### src/rtl/fp32_multiplier.sv
`default_nettype none
// ============================================================================
// Module   : fp32_multiplier
// Purpose  : Multi-cycle IEEE-754 binary32 multiplier (RNE) with start/done
//            handshake and NaN/infinity/overflow/underflow flags.
// Options  : define FP32_MUL_FTZ_EN to flush subnormal inputs/results to zero.
// Revision : 1.0 - initial release
// ============================================================================
module fp32_multiplier (
  input  logic        clk,
  input  logic        rst_n,
  input  logic [31:0] a_i,
  input  logic [31:0] b_i,
  input  logic        start_i,
  output logic        done_o,
  output logic        nan_o,
  output logic        inifinit_o,
  output logic        overflow_o,
  output logic        underflow_o,
  output logic [31:0] product_o
);

  localparam logic [2:0] ST_IDLE   = 3'd0;
  localparam logic [2:0] ST_UNPACK = 3'd1;
  localparam logic [2:0] ST_MULT   = 3'd2;
  localparam logic [2:0] ST_NORM   = 3'd3;
  localparam logic [2:0] ST_ROUND  = 3'd4;
  localparam logic [2:0] ST_DONE   = 3'd5;

  localparam logic [1:0] K_NUM  = 2'd0;
  localparam logic [1:0] K_ZERO = 2'd1;
  localparam logic [1:0] K_INF  = 2'd2;
  localparam logic [1:0] K_NAN  = 2'd3;

  localparam logic [31:0] QNAN = 32'h7FC0_0000;

  logic [2:0]         state_q, state_d;
  logic [31:0]        opa_q, opa_d;
  logic [31:0]        opb_q, opb_d;
  logic               sign_q, sign_d;
  logic [1:0]         kind_q, kind_d;
  logic signed [9:0]  ea_q, ea_d;
  logic signed [9:0]  eb_q, eb_d;
  logic [23:0]        ma_q, ma_d;
  logic [23:0]        mb_q, mb_d;
  logic [47:0]        prod_q, prod_d;
  logic signed [10:0] exp_q, exp_d;
  logic signed [10:0] exn_q, exn_d;
  logic [23:0]        mant_q, mant_d;
  logic               guard_q, guard_d;
  logic               sticky_q, sticky_d;
  logic               tiny_q, tiny_d;
  logic [31:0]        product_q, product_d;
  logic               nan_q, nan_d;
  logic               inf_q, inf_d;
  logic               ovf_q, ovf_d;
  logic               unf_q, unf_d;

  logic [1:0]         ka, kb;
  logic [47:0]        norm_pn;
  logic signed [10:0] norm_e;
`ifndef FP32_MUL_FTZ_EN
  logic [10:0]        norm_sh;
  logic [73:0]        norm_wide;
`endif
  logic               rnd_inc;
  logic [24:0]        rnd_mant;
  logic signed [10:0] rnd_exp;

  function automatic logic [1:0] classify(input logic [30:0] x);
    if (x[30:23] == 8'hFF) begin
      return (x[22:0] != 23'd0) ? K_NAN : K_INF;
    end
`ifdef FP32_MUL_FTZ_EN
    if (x[30:23] == 8'h00) return K_ZERO;
`else
    if (x[30:0] == 31'd0) return K_ZERO;
`endif
    return K_NUM;
  endfunction

  // Returns {biased exponent (signed, 10b), mantissa with bit 23 set}.
  // Subnormals are normalised so the exponent may go below 1.
  function automatic logic [33:0] unpack_op(input logic [30:0] x);
    logic [9:0]  e;
    logic [23:0] m;
`ifdef FP32_MUL_FTZ_EN
    e = {2'b00, x[30:23]};
    m = {1'b1, x[22:0]};
`else
    logic [4:0] lz;
    if (x[30:23] != 8'h00) begin
      e = {2'b00, x[30:23]};
      m = {1'b1, x[22:0]};
    end else begin
      lz = 5'd0;
      for (int i = 0; i < 23; i++) begin
        if (x[i]) lz = 5'(23 - i);
      end
      m = {1'b0, x[22:0]} << lz;
      e = 10'd1 - {5'd0, lz};
    end
`endif
    return {e, m};
  endfunction

  always_comb begin
    state_d   = state_q;
    opa_d     = opa_q;
    opb_d     = opb_q;
    sign_d    = sign_q;
    kind_d    = kind_q;
    ea_d      = ea_q;
    eb_d      = eb_q;
    ma_d      = ma_q;
    mb_d      = mb_q;
    prod_d    = prod_q;
    exp_d     = exp_q;
    exn_d     = exn_q;
    mant_d    = mant_q;
    guard_d   = guard_q;
    sticky_d  = sticky_q;
    tiny_d    = tiny_q;
    product_d = product_q;
    nan_d     = nan_q;
    inf_d     = inf_q;
    ovf_d     = ovf_q;
    unf_d     = unf_q;
    ka        = K_NUM;
    kb        = K_NUM;
    norm_pn   = 48'd0;
    norm_e    = 11'sd0;
`ifndef FP32_MUL_FTZ_EN
    norm_sh   = 11'd0;
    norm_wide = 74'd0;
`endif
    rnd_inc   = 1'b0;
    rnd_mant  = 25'd0;
    rnd_exp   = 11'sd0;

    case (state_q)
      ST_IDLE: begin
        if (start_i) begin
          opa_d   = a_i;
          opb_d   = b_i;
          state_d = ST_UNPACK;
        end
      end

      ST_UNPACK: begin
        ka     = classify(opa_q[30:0]);
        kb     = classify(opb_q[30:0]);
        sign_d = opa_q[31] ^ opb_q[31];
        if (ka == K_NAN || kb == K_NAN ||
            (ka == K_ZERO && kb == K_INF) || (ka == K_INF && kb == K_ZERO))
          kind_d = K_NAN;
        else if (ka == K_INF || kb == K_INF)
          kind_d = K_INF;
        else if (ka == K_ZERO || kb == K_ZERO)
          kind_d = K_ZERO;
        else
          kind_d = K_NUM;
        {ea_d, ma_d} = unpack_op(opa_q[30:0]);
        {eb_d, mb_d} = unpack_op(opb_q[30:0]);
        state_d = ST_MULT;
      end

      ST_MULT: begin
        prod_d  = {24'd0, ma_q} * {24'd0, mb_q};
        exp_d   = {ea_q[9], ea_q} + {eb_q[9], eb_q} - 11'sd127;
        state_d = ST_NORM;
      end

      ST_NORM: begin
        // Product lies in [2^46, 2^48); align so the leading one is bit 47.
        norm_pn = prod_q[47] ? prod_q : {prod_q[46:0], 1'b0};
        norm_e  = exp_q + {10'd0, prod_q[47]};
        exn_d   = norm_e;
        tiny_d  = (norm_e < 11'sd1);
        if (norm_e >= 11'sd1) begin
          mant_d   = norm_pn[47:24];
          guard_d  = norm_pn[23];
          sticky_d = |norm_pn[22:0];
        end else begin
`ifdef FP32_MUL_FTZ_EN
          mant_d   = 24'd0;
          guard_d  = 1'b0;
          sticky_d = 1'b0;
`else
          norm_sh = 11'd1 - norm_e;
          if (norm_sh > 11'd25) begin
            mant_d   = 24'd0;
            guard_d  = 1'b0;
            sticky_d = 1'b1;
          end else begin
            norm_wide = {norm_pn, 26'd0} >> norm_sh[4:0];
            mant_d    = norm_wide[73:50];
            guard_d   = norm_wide[49];
            sticky_d  = |norm_wide[48:0];
          end
`endif
        end
        state_d = ST_ROUND;
      end

      ST_ROUND: begin
        rnd_inc  = guard_q & (sticky_q | mant_q[0]);
        rnd_mant = {1'b0, mant_q} + {24'd0, rnd_inc};
        // A subnormal carrying into bit 23 becomes the smallest normal.
        rnd_exp  = tiny_q ? {10'd0, rnd_mant[23]} : exn_q + {10'd0, rnd_mant[24]};
        nan_d    = 1'b0;
        inf_d    = 1'b0;
        ovf_d    = 1'b0;
        unf_d    = 1'b0;
        case (kind_q)
          K_NAN: begin
            product_d = QNAN;
            nan_d     = 1'b1;
          end
          K_INF: begin
            product_d = {sign_q, 8'hFF, 23'd0};
            inf_d     = 1'b1;
          end
          K_ZERO: begin
            product_d = {sign_q, 31'd0};
          end
          default: begin
            if (!tiny_q && rnd_exp >= 11'sd255) begin
              product_d = {sign_q, 8'hFF, 23'd0};
              ovf_d     = 1'b1;
              inf_d     = 1'b1;
            end
`ifdef FP32_MUL_FTZ_EN
            else if (tiny_q) begin
              product_d = {sign_q, 31'd0};
              unf_d     = 1'b1;
            end
`endif
            else begin
              product_d = {sign_q, rnd_exp[7:0], rnd_mant[22:0]};
              unf_d     = tiny_q & (guard_q | sticky_q);
            end
          end
        endcase
        state_d = ST_DONE;
      end

      ST_DONE: begin
        state_d = ST_IDLE;
      end

      default: begin
        state_d = ST_IDLE;
      end
    endcase
  end

  always_ff @(posedge clk or negedge rst_n) begin
    if (!rst_n) begin
      state_q   <= ST_IDLE;
      opa_q     <= 32'd0;
      opb_q     <= 32'd0;
      sign_q    <= 1'b0;
      kind_q    <= K_NUM;
      ea_q      <= 10'sd0;
      eb_q      <= 10'sd0;
      ma_q      <= 24'd0;
      mb_q      <= 24'd0;
      prod_q    <= 48'd0;
      exp_q     <= 11'sd0;
      exn_q     <= 11'sd0;
      mant_q    <= 24'd0;
      guard_q   <= 1'b0;
      sticky_q  <= 1'b0;
      tiny_q    <= 1'b0;
      product_q <= 32'd0;
      nan_q     <= 1'b0;
      inf_q     <= 1'b0;
      ovf_q     <= 1'b0;
      unf_q     <= 1'b0;
    end else begin
      state_q   <= state_d;
      opa_q     <= opa_d;
      opb_q     <= opb_d;
      sign_q    <= sign_d;
      kind_q    <= kind_d;
      ea_q      <= ea_d;
      eb_q      <= eb_d;
      ma_q      <= ma_d;
      mb_q      <= mb_d;
      prod_q    <= prod_d;
      exp_q     <= exp_d;
      exn_q     <= exn_d;
      mant_q    <= mant_d;
      guard_q   <= guard_d;
      sticky_q  <= sticky_d;
      tiny_q    <= tiny_d;
      product_q <= product_d;
      nan_q     <= nan_d;
      inf_q     <= inf_d;
      ovf_q     <= ovf_d;
      unf_q     <= unf_d;
    end
  end

  assign done_o      = (state_q == ST_DONE);
  assign product_o   = product_q;
  assign nan_o       = nan_q;
  assign inifinit_o  = inf_q;
  assign overflow_o  = ovf_q;
  assign underflow_o = unf_q;

endmodule
`default_nettype wire

### config.mk
export PLATFORM = sky130hd
export DESIGN_NAME = fp32_multiplier
export DESIGN_NICKNAME = d
export VERILOG_FILES = /design/src/rtl/fp32_multiplier.sv
export SDC_FILE = /design/constraint.sdc
export NUM_CORES = 2
export LEC_CHECK = 0
export BUFFER_PORTS_ARGS = -buffer_cell sky130_fd_sc_hd__buf_2
export CORE_MARGIN = 2
export CORE_UTILIZATION = 50
export DETAILED_ROUTE_END_ITERATION = 6
export GPL_ROUTABILITY_DRIVEN = 0
export GPL_TIMING_DRIVEN = 0
export PLACE_DENSITY = 0.71
export SYNTH_ARGS = -nofsm -noshare
export SYNTH_HDL_FRONTEND = slang
export SYNTH_SLANG_ARGS = --single-unit
### constraint.sdc
create_clock -name clk -period 9.94 [get_ports clk]
set_input_delay 0.497 -clock clk [delete_from_list [all_inputs] [get_ports clk]]
set_output_delay 0.497 -clock clk [all_outputs]
set_load 0.01 [all_outputs]
==> reports/qor.csv <==
metric;value;unit
run_status;finished with violations;
violations;DRC;
cts_buffers;31;
cp_max_fo;10;
synth.area.top_cells;fa_1 27%, dfrtp_1 19%, ha_1 6.9%, inv_1 6.0%, nand2_1 5.9%;
critPathLaunchType;flop;
die_area;74600;um2
syn_area;36200;um2
synth_nets;4874;
syn_area_per_cell;8.78;um2
finalWirelength;114;mm
synth_edf_count;0;
grt.busiest_layer;met2;
async_reset_ff_share;100;%
ios;104;
dr.pass1.iters;7;
setup_viol;0;
post-route-period-util;92.1;%
insertion_delay;0.61;ns
area_growth;8.02;%
crit_type;reg2reg;
arrival;9.62;ns
clkTransAtPathRegs;0.06;ns
period_needed;9.16;ns
ys_types;87;
grt_pass1_vias;31100;
postRouteAntennaNets;0;
finalMaxSlewViolations;0;
drv_cap;0;
num_vias;31000;
root_buffer;clkbuf_16;
synth_seq_cells;269;
synthMuxAreaShare;7.34;%
grt_setup_unrepaired;no;
globalRouteMet1Util;39.9;%
drt-initial-drc-count;3256;
end_kind;flop;
grt_first_pass_wirelength;179;mm
wire_per_inst;21.8;um
synth_fa_ha_area_share;33.7;%
viasPerCell;5.91;
cts_num_sinks;269;
layout.nets;5014;
clockBufferDepth;3;
synth_xor_area_share;2.40;%
grt_max_degree;123;
max_slew.worst_pin.slew;1.22;ns
cts_tree;yes;
seq_area_frac_synth;18.6;%
grt_antenna_before_repair;3;
die_w;273;um
pre_cts_ws;0.853;ns
hp-class;in2reg;
met2_usage;49.8;%
netlist.area_leader.share;26.7;%
maxSlewHeadroom;18.2;%
setup_ws;0.784;ns
placementRows;98;
hold_viol_final;0;
die_y;273;um
fin_tns_setup;0;ns
post-route-drc-count;9;
synth_top_family_by_area;adder cells;
io_buffers;103;
synthSimpleGateAreaFrac;17.3;%
fmax;0.109;GHz
core;71600;um2
start_util;50.6;%
hpwl;91.5;mm
htree_levels;1;
synth_area_leader_cell;fa_1;
globalRouteMet3Util;6.41;%
yosysWarnings;0;
fin_skew;0.0282;ns
synthCells;4123;
grt_use_total;31.0;%
crit_required;10.40;ns
synth_flop_cell;dfrtp_1;
drive_gt1_share;7.65;%
synth-compound-area-share;11.9;%
grt_overflow;0;
## metrics by stage
step / instances / area, um2 / utilization [%] / hold WS, ns
after floorplan: 4123 / 36200 / - / 0.201
after global placement: 5176 / 37900 / 52.9 / 0.458
after detailed placement: 5179 / 38000 / 53.1 / 0.393
after CTS: 5237 / 39100 / 54.6 / 0.101
after global routing: 5237 / 39100 / 54.6 / 0.116
final: 5239 / 39100 / 54.6 / 0.104
## placed cells by master (no fill, tap or decap), drive strengths merged, types with 28 or more instances in the layout
cell	instances
a21o	28
mux2	96
o21ai	246
xor2	36
nand3	53
dfrtp	269
fa	483
nand2	568
and2	300
xnor2	63
nor3	71
clkbuf	256
a21oi	189
mux2i	117
nor2	162
o31ai	36
buf	146
ha	201
inv	588
## flip-flops by register name (all words and copies together) (netlist names)
name / flops
exp_q: 11
mb_q: 24
nan_o: 1
inifinit_o: 1
exn_q: 11
sticky_q: 1
ma_q: 24
overflow_o: 1
state_q: 3
sign_q: 1
guard_q: 1
product_o: 32
prod_q: 48
opb_q: 32
eb_q: 9
ea_q: 9
tiny_q: 1
opa_q: 32
mant_q: 24
underflow_o: 1
kind_q: 2
## cell families (layout without fill, tap and decap cells)
group                      Yosys count  count (layout)
AOI/OAI and AO/OA                  699             699
xor gates and xnor gates            99              99
adders and majority gates          684             684
buffers and inverters              841            1005
DFF                                269             269
muxes                              231             231
other                                0               2
and+or+nand+nor                   1300            1300
## cell type report
type | instances | area [um2]
fillers | 6573 | 32500
multi-input cells | 3013 | 26300
flip-flops and latches | 269 | 6730
inverters | 583 | 2190
well taps | 950 | 1190
plain buffers | 258 | 1010
clock buffers | 38 | 842
repair buffers | 107 | 598
clock inverters | 19 | 258
diodes | 2 | 5.00
## synth_stat cells, types with 18 or more instances
| cell type | instances |
|---|---|
| inv_1 | 580 |
| nand2_1 | 567 |
| fa_1 | 483 |
| and2_1 | 300 |
| dfrtp_1 | 269 |
| o21ai_0 | 224 |
| clkbuf_1 | 216 |
| ha_1 | 201 |
| a21oi_1 | 188 |
| nor2_1 | 162 |
| mux2i_1 | 117 |
| mux2_2 | 95 |
| nor3_1 | 71 |
| xnor2_1 | 63 |
| nand3_1 | 51 |
| xor2_1 | 36 |
| o31ai_1 | 35 |
| a21o_1 | 28 |
| and3_1 | 26 |
| o21ai_1 | 22 |
| buf_2 | 20 |
| nand4_1 | 19 |
| nor4_1 | 19 |
| or3_1 | 19 |
| mux4_2 | 18 |
## routing by layer
layer / vias to the layer above / share of wire, %
met5: - / 0.023
met4: 4 / 6.0
met3: 439 / 9.5
met2: 1599 / 45
met1: 15200 / 39
li1: 13700 / -
## worst max-delay path, stage by stage, from the launching register on
cell	delay (ns)
dfrtp_1	0.32
clkbuf_1	0.70
clkbuf_1	0.64
nand2_1	0.16
fa_1	0.54
inv_1	0.05
fa_1	0.47
inv_1	0.06
fa_1	0.53
inv_1	0.05
fa_1	0.50
inv_1	0.06
fa_1	0.55
inv_1	0.05
fa_1	0.49
fa_1	0.42
ha_1	0.29
clkbuf_1	0.18
a21o_1	0.19
a2bb2oi_1	0.20
a21oi_1	0.14
and2_1	0.19
a2111oi_1	1.02
nor3_1	0.27
a21oi_1	0.43
o31ai_1	0.15
xnor2_1	0.25
o21ai_0	0.11
## final timing paths
path / slack (ns) / depth (start not counted) / start / endpoint
worst max-delay path: 0.78 / 27 / mb_q[4] / prod_q[47]
worst min-delay path: 0.10 / 3 / a_i[18] / opa_q[18]
worst max register to register: 0.78 / 27 / mb_q[4] / prod_q[47]
worst min register to register: 0.47 / 2 / product_o[14] / product_o[14]
max in group asynchronous: 8.17 / 4 / rst_n / opa_q[12]
min in group asynchronous: 0.35 / 2 / rst_n / product_o[4]
## what timing repair did
| item | CTS | global route |
|---|---|---|
| gates resized for setup | 0 | 0 |
| setup buffers | 0 | 0 |
| hold buffers | 1 | 0 |
| endpoints found under the setup margin | 0 | 0 |
| hold endpoints to repair | 38 | 0 |
Power is not shown: default switching activity piles up to over one toggle a cycle in this logic, so the estimate is an artifact.
